$ cat config.mk
export PLATFORM = sky130hd
export DESIGN_NAME = io_ctl_gen
export DESIGN_NICKNAME = d
export VERILOG_FILES = /design/src/rtl/io_ctl_gen.sv
export SDC_FILE = /design/constraint.sdc
export NUM_CORES = 1
export LEC_CHECK = 0
export CORE_MARGIN = 2
export CORE_UTILIZATION = 60
export DETAILED_ROUTE_END_ITERATION = 10
export HOLD_SLACK_MARGIN = 0.02
export PLACE_DENSITY = 0.81
export SYNTH_ARGS = -nofsm -noshare
export SYNTH_HDL_FRONTEND = slang
export SYNTH_SLANG_ARGS = --single-unit
export TNS_END_PERCENT = 50
$ cat constraint.sdc
create_clock -name clk_i -period 6.8 [get_ports clk_i]
set_input_delay 0.68 -clock clk_i [delete_from_list [all_inputs] [get_ports clk_i]]
set_output_delay 0.68 -clock clk_i [all_outputs]
set_load 0.1 [all_outputs]
$ cat src/rtl/io_ctl_gen.sv
// io_ctl_gen: memory-mapped I/O block for the CPU data bus.
//   - LED register, two-flop synchronised switch inputs
//   - NDIG-digit multiplexed hex seven-segment display
//   - UART 8N1 transmitter fed from a TX FIFO, programmable baud divisor
// Ports:
//   clk_i    system clock (rising edge)
//   rst_ni   asynchronous active-low reset
//   din_i    write data          addr_i  byte address (ADDR[1:0] ignored)
//   we_i     write strobe        rreq_i  read strobe
//   do_o     read data (0 unless rdy_o)   rdy_o  one-cycle acknowledge
//   tx_o     UART serial output, idle high
//   sw_i     raw switches        led_o   LED register
//   ssgd_o   segments {dp,g,f,e,d,c,b,a}, active-low
//   ssgs_o   digit select, one-hot active-low
module io_ctl_gen #(
   parameter int          LED_W        = 8,
   parameter int          SW_W         = 8,
   parameter int          NDIG         = 8,
   parameter int          FIFO_DEPTH   = 16,
   parameter int          BAUD_DIV_RST = 868,
   parameter int          SCAN_DIV     = 50000,
   parameter logic [31:0] BASE         = 32'h8000_0000
) (
   input  logic             clk_i,
   input  logic             rst_ni,
   input  logic [31:0]      din_i,
   input  logic [31:0]      addr_i,
   input  logic             we_i,
   input  logic             rreq_i,
   output logic [31:0]      do_o,
   output logic             rdy_o,
   output logic             tx_o,
   input  logic [SW_W-1:0]  sw_i,
   output logic [LED_W-1:0] led_o,
   output logic [7:0]       ssgd_o,
   output logic [NDIG-1:0]  ssgs_o
);
   localparam int PW    = (FIFO_DEPTH > 1) ? $clog2(FIFO_DEPTH) : 1;
   localparam int CW    = PW + 1;
   localparam int SSG_W = 4 * NDIG;
   localparam int DIGW  = (NDIG > 1) ? $clog2(NDIG) : 1;
   localparam int SCW   = (SCAN_DIV > 1) ? $clog2(SCAN_DIV) : 1;
   localparam logic [15:0] DIV_RST = 16'(BAUD_DIV_RST);

   typedef enum logic [1:0] {S_IDLE, S_START, S_DATA, S_STOP} uart_state_t;

   // ---------------- registers ----------------
   logic [LED_W-1:0] led_q;
   logic [SW_W-1:0]  sw_s1_q, sw_s2_q;
   logic [SSG_W-1:0] ssg_q;
   logic [15:0]      div_q;
   logic             ovf_q;
   logic [31:0]      do_q;
   logic             rdy_q;

   // FIFO
   logic [7:0]    mem_q [FIFO_DEPTH];
   logic [7:0]    rd_byte_q;
   logic [PW-1:0] wr_ptr_q, rd_ptr_q;
   logic [CW-1:0] count_q;

   // UART
   uart_state_t state_q;
   logic        tx_q;
   logic [15:0] baud_cnt_q, bdiv_q;
   logic [2:0]  bit_idx_q;
   logic [6:0]  sh_q;

   // display
   logic [SCW-1:0]  scan_cnt_q;
   logic [DIGW-1:0] dig_q, dig_d;
   logic [7:0]      ssgd_q;
   logic [NDIG-1:0] ssgs_q;
   logic [3:0]      nib [NDIG];

   // ---------------- address decode ----------------
   logic hit, sel_led, sel_ssg, sel_uart, sel_div, rd_only;
   assign hit      = (addr_i[31:8] == BASE[31:8]);
   assign sel_led  = hit && (addr_i[7:2] == 6'h00);
   assign sel_ssg  = hit && (addr_i[7:2] == 6'h02);
   assign sel_uart = hit && (addr_i[7:2] == 6'h03);
   assign sel_div  = hit && (addr_i[7:2] == 6'h04);
   assign rd_only  = rreq_i && !we_i;

   logic unused_ok;
   assign unused_ok = ^{addr_i[1:0], din_i};

   // ---------------- FIFO control ----------------
   logic full, empty, push_req, pop, push_ok;
   assign full     = (count_q == CW'(FIFO_DEPTH));
   assign empty    = (count_q == '0);
   assign pop      = (state_q == S_IDLE) && !empty;
   assign push_req = we_i && sel_uart;
   // A push on a full FIFO still fits when the transmitter frees a slot this cycle.
   assign push_ok  = push_req && (!full || pop);

   // ---------------- read mux ----------------
   logic [31:0] rdata_d;
   always_comb begin
      rdata_d = '0;
      if (hit) begin
         case (addr_i[7:2])
            6'h00: rdata_d[LED_W-1:0] = led_q;
            6'h01: rdata_d[SW_W-1:0]  = sw_s2_q;
            6'h02: rdata_d[SSG_W-1:0] = ssg_q;
            6'h03: rdata_d = {ovf_q, 21'b0, full, empty, 8'(count_q)};
            6'h04: rdata_d = {16'b0, div_q};
            default: rdata_d = '0;
         endcase
      end
   end

   // ---------------- bus side and registers ----------------
   always_ff @(posedge clk_i or negedge rst_ni) begin
      if (!rst_ni) begin
         rdy_q    <= 1'b0;
         do_q     <= '0;
         led_q    <= '0;
         ssg_q    <= '0;
         div_q    <= DIV_RST;
         ovf_q    <= 1'b0;
         sw_s1_q  <= '0;
         sw_s2_q  <= '0;
         wr_ptr_q <= '0;
         rd_ptr_q <= '0;
         count_q  <= '0;
      end else begin
         sw_s1_q <= sw_i;
         sw_s2_q <= sw_s1_q;
         rdy_q   <= we_i || rreq_i;
         do_q    <= rd_only ? rdata_d : '0;
         if (we_i && sel_led) led_q <= din_i[LED_W-1:0];
         if (we_i && sel_ssg) ssg_q <= din_i[SSG_W-1:0];
         if (we_i && sel_div) div_q <= (din_i[15:0] < 16'd2) ? 16'd2 : din_i[15:0];
         if (push_req && full && !pop)  ovf_q <= 1'b1;
         else if (rd_only && sel_uart)  ovf_q <= 1'b0;
         if (push_ok) wr_ptr_q <= wr_ptr_q + 1'b1;
         if (pop)     rd_ptr_q <= rd_ptr_q + 1'b1;
         case ({push_ok, pop})
            2'b10:   count_q <= count_q + 1'b1;
            2'b01:   count_q <= count_q - 1'b1;
            default: count_q <= count_q;
         endcase
      end
   end

   // FIFO storage: no reset so it maps onto block RAM; read-before-write on the same slot.
   always_ff @(posedge clk_i) begin
      if (push_ok) mem_q[wr_ptr_q] <= din_i[7:0];
      if (pop)     rd_byte_q <= mem_q[rd_ptr_q];
   end

   // ---------------- UART transmitter ----------------
   logic baud_end;
   assign baud_end = (baud_cnt_q == bdiv_q - 16'd1);

   always_ff @(posedge clk_i or negedge rst_ni) begin
      if (!rst_ni) begin
         state_q    <= S_IDLE;
         tx_q       <= 1'b1;
         baud_cnt_q <= '0;
         bdiv_q     <= DIV_RST;
         bit_idx_q  <= '0;
         sh_q       <= '0;
      end else begin
         case (state_q)
            S_IDLE: begin
               tx_q <= 1'b1;
               if (!empty) begin
                  // Divisor is captured here so a change only applies from a start bit.
                  state_q    <= S_START;
                  tx_q       <= 1'b0;
                  baud_cnt_q <= '0;
                  bdiv_q     <= div_q;
               end
            end
            S_START: begin
               if (baud_end) begin
                  state_q    <= S_DATA;
                  tx_q       <= rd_byte_q[0];
                  sh_q       <= rd_byte_q[7:1];
                  bit_idx_q  <= '0;
                  baud_cnt_q <= '0;
               end else begin
                  baud_cnt_q <= baud_cnt_q + 16'd1;
               end
            end
            S_DATA: begin
               if (baud_end) begin
                  baud_cnt_q <= '0;
                  if (bit_idx_q == 3'd7) begin
                     state_q <= S_STOP;
                     tx_q    <= 1'b1;
                  end else begin
                     tx_q      <= sh_q[0];
                     sh_q      <= sh_q >> 1;
                     bit_idx_q <= bit_idx_q + 3'd1;
                  end
               end else begin
                  baud_cnt_q <= baud_cnt_q + 16'd1;
               end
            end
            S_STOP: begin
               if (baud_end) begin
                  state_q    <= S_IDLE;
                  baud_cnt_q <= '0;
               end else begin
                  baud_cnt_q <= baud_cnt_q + 16'd1;
               end
            end
            default: state_q <= S_IDLE;
         endcase
      end
   end

   // ---------------- seven-segment display ----------------
   function automatic logic [7:0] seg7(input logic [3:0] n);
      case (n)
         4'h0: seg7 = 8'hC0;  4'h1: seg7 = 8'hF9;  4'h2: seg7 = 8'hA4;  4'h3: seg7 = 8'hB0;
         4'h4: seg7 = 8'h99;  4'h5: seg7 = 8'h92;  4'h6: seg7 = 8'h82;  4'h7: seg7 = 8'hF8;
         4'h8: seg7 = 8'h80;  4'h9: seg7 = 8'h90;  4'hA: seg7 = 8'h88;  4'hB: seg7 = 8'h83;
         4'hC: seg7 = 8'hC6;  4'hD: seg7 = 8'hA1;  4'hE: seg7 = 8'h86;  default: seg7 = 8'h8E;
      endcase
   endfunction

   for (genvar gi = 0; gi < NDIG; gi++) begin : g_nib
      assign nib[gi] = ssg_q[4*gi +: 4];
   end

   always_comb begin
      dig_d = dig_q;
      if (scan_cnt_q == SCW'(SCAN_DIV - 1))
         dig_d = (dig_q == DIGW'(NDIG - 1)) ? '0 : dig_q + 1'b1;
   end

   // Select and segments are registered from the next digit index so both change together.
   always_ff @(posedge clk_i or negedge rst_ni) begin
      if (!rst_ni) begin
         scan_cnt_q <= '0;
         dig_q      <= '0;
         ssgs_q     <= ~NDIG'(1);
         ssgd_q     <= 8'hC0;
      end else begin
         scan_cnt_q <= (scan_cnt_q == SCW'(SCAN_DIV - 1)) ? '0 : scan_cnt_q + 1'b1;
         dig_q      <= dig_d;
         ssgs_q     <= ~(NDIG'(1) << dig_d);
         ssgd_q     <= seg7(nib[dig_d]);
      end
   end

   assign do_o   = do_q;
   assign rdy_o  = rdy_q;
   assign tx_o   = tx_q;
   assign led_o  = led_q;
   assign ssgd_o = ssgd_q;
   assign ssgs_o = ssgs_q;

endmodule

==> metrics.csv, run 1 <==
metric;value;unit
Net Count, Synth;1167;
Final Hold Viols;0;
Rel. slew slack;30.3;%
Antenna Nets Post-Route;0;
routed vias;9377;
Overall Power;4.06;mW
Post-Route Setup TNS;0;ps
Vias/cell;6.05;
status;complete, no violations;
DRC errors left;0;
startpoint types;input pin;
area grow syn2layout;18.8;%
final slew viol count;0;
Mapped Area;14600;sq um
Yosys reg bits;334;
Fmax;249;MHz
initial DRC count;873;
first-pass GRT wire length;52800;um
ratio of cells with drive above 1 in the final layout;18.2;%
Die H;160;um
Worst-path clk slew;60;ps
worst-skew pair later-pin latency;520;ps
initial antenna violation count;1;
Port Buffers;130;
Synth Area in Adders;2.37;%
Post CTS Setup Buffer Count;0;
Core ar.;24100;sq um
commonest non-fill, non-tap cell in the layout;dfrtp_1;
# setup viols final;0;
simple-gate portion of the synthesized area;10.6;%
final WL;33000;um
pin count of the biggest net entering global routing;95;
CP endpoint kind;register;
fin nets;1302;
Clock Skews;19.4;ps
vias in the first global route;9541;
R2R cell count;13;
Clock Sinks;334;
Post-synth EDFFs;136;
Final Instance Area;17300;sq um
CTS root buffer;clkbuf_16;
Synth Area in XOR/XNOR;2.76;%
Worst EP required;7230;ps
asr flop ratio synth;59.3;%
register area share after synthesis;62.2;%
largest family of logic cells by synthesized area;multiplexers;
area leader, netlist;dfrtp_1;
Most used DFF post-synth;dfrtp_1;
crit path time final;4010;ps
post-synthesis cell type count;67;
RSZ-0062 raised after global routing;no;
critical path class;input pin to register;
Slew @ Worst Pin;1040;ps
routability cong.;0.865;
clk buf depth;3;
most frequent cells in the layout;dfrtp_1, edfxtp_1, clkdlybuf4s50_1, nand2_1, mux2_2;
synth warn;0;
ranking of synthesized cells by area;dfrtp_1, edfxtp_1, mux4_2, mux2_2, dfstp_2;
cell leakage power;7.05;nW
post-CTS sizing;0;
CTS tree;built;
DR WL/cell;21.3;um
syn_area_per_cell;13.7;sq um
initial core utilization;60.5;%
Hold-fix buffers, CTS;0;
post-synthesis compound-gate area fraction;5.92;%
Post-Syn Instances;1064;
CTS Buf Count;35;
fill count;1625;
worst hold margin;222;ps
gr usage total;26.6;%
Peak VDD IR;200;uV
site row count;57;
Post-DP HPWL;21100;um
total global routing overflow;0;
CP max FO;10;
max-cap viol count;0;
Worst Hold Class;input pin to async pin;
pwr/cell area;235;nW/um^2
multiplexer share of the synthesized area;13.8;%
die area;25600;sq um
die width;160;um
Yosys top cell area share;30.7;%
I/O Pins;134;
drt pass-1 iters;6;
H-tree depth;2;
period utilization;59.0;%
Worst Path Arrival;4440;ps
placed instance area;16200;sq um
-- cell families after synthesis --
| family | Yosys count |
|---|---|
| buffers and inverters | 82 |
| flip-flops | 334 |
| AND/OR/NAND/NOR | 305 |
| multiplexers | 141 |
| AO/OA/AOI/OAI | 128 |
| XOR/XNOR | 46 |
| other | 1 |
| adder cells (fa/ha/maj) | 27 |
-- report_power, final --
part	leakage [nW]	total, mW	switching, mW	internal, mW
sequential	3.82	2.11	0.00267	2.11
combinational	2.69	0.124	0.0721	0.0520
clock	0.551	1.83	0.768	1.06
-- sequential cells by signal, summed over array words and instances, names as in the netlist, 16 cells and up --
signal,count
div_q,16
scan_cnt_q,16
ssg_q,32
do_o,32
mem_q,128
bdiv_q,16
baud_cnt_q,16
-- final timing paths --
check / from / end / slack, ps
min in group clk_i: sw_s1_q[0]$_DFF_PN0_ / sw_s2_q[0]$_DFF_PN0_ / 350
max in group asynchronous: rst_ni / do_o[28]$_DFF_PN0_ / 5330
setup / recovery: addr_i[5] / count_q[4]$_DFFE_PN0P_ / 2790
setup reg to reg: count_q[0]$_DFFE_PN0P_ / count_q[4]$_DFFE_PN0P_ / 2850
hold / removal: rst_ni / sh_q[3]$_DFFE_PN0P_ / 220
hold reg to reg: sw_s1_q[0]$_DFF_PN0_ / sw_s2_q[0]$_DFF_PN0_ / 350
-- per-stage QoR --
step | util (%) | instances | setup WS, ps
final | 71.8 | 1551 | 2790
after detailed placement | 67.2 | 1486 | 2310
after global routing | 71.8 | 1550 | 2470
after floorplan | - | 1064 | 3370
after CTS | 71.8 | 1550 | 2820
after global placement | 67.2 | 1486 | 2410
-- layout make-up --
type / instances / area (sq um) / share of cell area (%)
Sequential cell: 334 / 9060 / 52.4
Multi-Input combinational cell: 648 / 5180 / 29.9
Timing Repair Buffer: 147 / 1430 / 8.27
Clock buffer: 51 / 993 / 5.74
Tap cell: 324 / 405 / 2.34
Inverter: 33 / 124 / 0.715
Clock inverter: 13 / 109 / 0.629
Antenna cell: 1 / 2.50 / 0.0145
-- cells in the mapped netlist (6+ instances only) --
cell type  instances
dfstp_2           19
mux2_2            74
inv_1             32
buf_1              7
and2_1            15
a22oi_1           12
nand2b_1           6
ha_1              26
buf_2              9
xor2_1            16
and3_1            13
nor3_1            17
nand4_1           10
nand2_1          105
dfrtp_1          179
nand3_1           22
a21oi_1           28
a222oi_1           6
mux2i_1           26
clkbuf_1          29
a31oi_1           13
mux4_2            40
edfxtp_1         136
o21ai_0           27
a22o_1            12
xnor2_1           30
or2b_1             9
nor4_1            16
nor2_1            57
-- metal layers --
metal  vias to the layer above  wire (um)  GRT usage, %
met5                         -          0             0
met4                         0       1130          9.30
met3                        85       2550          5.27
met2                       422      15900          42.6
met1                      4685      13400          37.0
li1                       4185          -             -
-- worst max-delay path, cell delays in order --
cell,delay (ps)
clkdlybuf4s50_1,480
nor4_2,730
nand3_1,230
nor3_1,750
inv_1,100
ha_1,290
inv_1,130
fa_1,220
inv_1,50
a21o_1,160
a21oi_1,190
xnor2_1,80
nor2_1,120
xor2_1,210
No activity file was read; power rests on OpenSTA's default activity.
==> inputs of run 2 (changes only) <==
--- a/config.mk
+++ b/config.mk
@@ -6,10 +6,10 @@
 export NUM_CORES = 1
 export LEC_CHECK = 0
 export CORE_MARGIN = 2
-export CORE_UTILIZATION = 60
+export CORE_UTILIZATION = 58
 export DETAILED_ROUTE_END_ITERATION = 10
 export HOLD_SLACK_MARGIN = 0.02
-export PLACE_DENSITY = 0.81
+export PLACE_DENSITY = 0.78
 export SYNTH_ARGS = -nofsm -noshare
 export SYNTH_HDL_FRONTEND = slang
 export SYNTH_SLANG_ARGS = --single-unit
==> constraint.sdc (replaced) <==
create_clock -name clk_i -period 3.8 [get_ports clk_i]
set_input_delay 0.38 -clock clk_i [delete_from_list [all_inputs] [get_ports clk_i]]
set_output_delay 0.38 -clock clk_i [all_outputs]
set_load 0.1 [all_outputs]
==> metrics.csv, run 2 (same netlist as run 1, synthesis figures left out) <==
metric;value;unit;change
fill count;1593;;was 1625
Vias/cell;5.92;;was 6.05
critical path class;register to register;;was input pin to register
Final Hold Viols;0;;unchanged
CP max FO;12;;was 10
Worst-path clk slew;60;ps;about the same
Slew @ Worst Pin;1010;ps;was 1040 ps
Die H;163;um;was 160 um
Post-DP HPWL;21800;um;was 21100 um
site row count;58;;was 57
RSZ-0062 raised after global routing;no;;unchanged
flop2flop setup slack;310;ps;was 2850 ps
crit path time final;3490;ps;
Worst EP required;4180;ps;was 7230 ps
H-tree depth;2;;unchanged
Final Worst Setup Slack;306;ps;was 2790 ps
ratio of cells with drive above 1 in the final layout;20.3;%;was 18.2%
total global routing overflow;0;;unchanged
final slew viol count;0;;unchanged
status;complete, no violations;;unchanged
drt pass-1 iters;7;;was 6
post-route core utilization;70.9;%;was 71.8%
initial DRC count;898;;was 873
# setup viols final;0;;unchanged
fin nets;1329;;was 1302
die area;26400;sq um;was 25600 sq um
CTS root buffer;clkbuf_16;;unchanged
final WL;32700;um;was 33000 um
Rel. slew slack;32.7;%;was 30.3%
pre-CTS setup slack;213;ps;was 2310 ps
Port Buffers;130;;unchanged
vias in the first global route;9625;;was 9541
gr usage total;25.6;%;was 26.6%
Fmax;286;MHz;
period utilization;92.0;%;
routed vias;9368;;was 9377
Worst Hold Class;input pin to register;;was input pin to async pin
worst-skew pair later-pin latency;520;ps;about the same
DRC errors left;0;;unchanged
die width;163;um;was 160 um
CTS Buf Count;35;;unchanged
DR WL/cell;20.6;um;was 21.3 um
CP endpoint kind;register;;unchanged
cell leakage power;7.26;nW;was 7.05 nW
routability cong.;0.898;;was 0.865
initial core utilization;58.6;%;was 60.5%
worst hold margin;302;ps;was 222 ps
Antenna Nets Post-Route;0;;unchanged
CTS tree;built;;unchanged
pwr/cell area;425;nW/um^2;was 235 nW/um^2
Worst Path Arrival;3870;ps;was 4440 ps
n_diodes;0;;was 1
area taken by multi-input logic gates;5190;sq um;was 5180 sq um
Register Area;9060;sq um;unchanged
max reg flops;128;;unchanged
pin count of the biggest net entering global routing;85;;was 95
register with the most flip-flops;mem_q;;unchanged
first-pass GRT wire length;52200;um;was 52800 um
startpoint types;register;;was input pin
area grow syn2layout;21.1;%;was 18.8%
Overall Power;7.51;mW;was 4.06 mW
Clock Skews;18.0;ps;was 19.4 ps
max-cap viol count;0;;unchanged
most frequent cells in the layout;dfrtp_1, edfxtp_1, clkdlybuf4s50_1, nand2_1, mux2_2;;unchanged
commonest non-fill, non-tap cell in the layout;dfrtp_1;;unchanged
Core ar.;24900;sq um;was 24100 sq um
clk buf depth;3;;unchanged
Post-Route Setup TNS;0;ps;unchanged
initial antenna violation count;0;;was 1
I/O Pins;134;;unchanged
Peak VDD IR;389;uV;was 200 uV
Clock Sinks;334;;unchanged
## run 2: changes by cell type in the layout (fill, tap and decap cells not counted), sizes merged
cell         delta
buf            +26
diode           -1
inv             -1
dlygate4sd3     +1
clkinv          -2
bufinv          +3
clkinvlp        +1
clkbuf          -1
## run 2: worst max-delay path, stage by stage (launching register included)
cell      delay [ps]
dfrtp_1          430
nor4bb_1         460
and4_2           410
mux2i_1          320
buf_12           190
mux2i_1          100
a222oi_1         340
mux2i_1          180
buf_4            180
ha_1             230
inv_1            110
nor2_1            60
a22oi_1          200
nand4_1          130
## run 2: final timing paths
check,start,endpoint,cells after the start
hold reg to reg,sw_s1_q[2]$_DFF_PN0_,sw_s2_q[2]$_DFF_PN0_,0
setup / recovery,scan_cnt_q[12]$_DFF_PN0_,ssgd_o[0]$_DFF_PN0_,13
hold / removal,sw_i[7],sw_s1_q[7]$_DFF_PN0_,1
setup reg to reg,scan_cnt_q[12]$_DFF_PN0_,ssgd_o[0]$_DFF_PN0_,13
min in group asynchronous,rst_ni,scan_cnt_q[13]$_DFF_PN0_,2
max in group asynchronous,rst_ni,ssgs_o[3]$_DFF_PN1_,3
## run 2: report_power, final
| part | switching [mW] | internal (mW) |
|---|---|---|
| registers | 0.00548 | 3.77 |
| clock network | 1.37 | 2.14 |
| logic | 0.131 | 0.0963 |
## run 2: stage by stage
stage	cells	cell area [sq um]
final	1583	17700
after floorplan	1064	14600
after global placement	1517	16400
after detailed placement	1517	16400
after global routing	1583	17700
after CTS	1582	17600
## run 2: final cells by class
type | count | area share [%]
flip-flops and latches | 334 | 51.3
multi-input cells | 648 | 29.4
repair buffers | 174 | 9.42
clock buffers | 50 | 5.72
well taps | 330 | 2.34
clock inverters | 14 | 1.06
inverters | 33 | 0.702
## run 2: layer usage
metal / part of all wire, % / up-vias / GRT usage [%]
li1: - / 4229 / -
met1: 42 / 4679 / 36.1
met2: 47 / 389 / 40.2
met3: 7.9 / 71 / 5.83
met4: 2.9 / 0 / 7.92
met5: 0 / - / 0
## run 2: repair_timing
item	4_1_cts	5_1_grt
hold endpoints to repair	69	0
hold buffers	1	0
endpoints found under the setup margin	0	1
buffers inserted	0	1
resized for setup	0	3
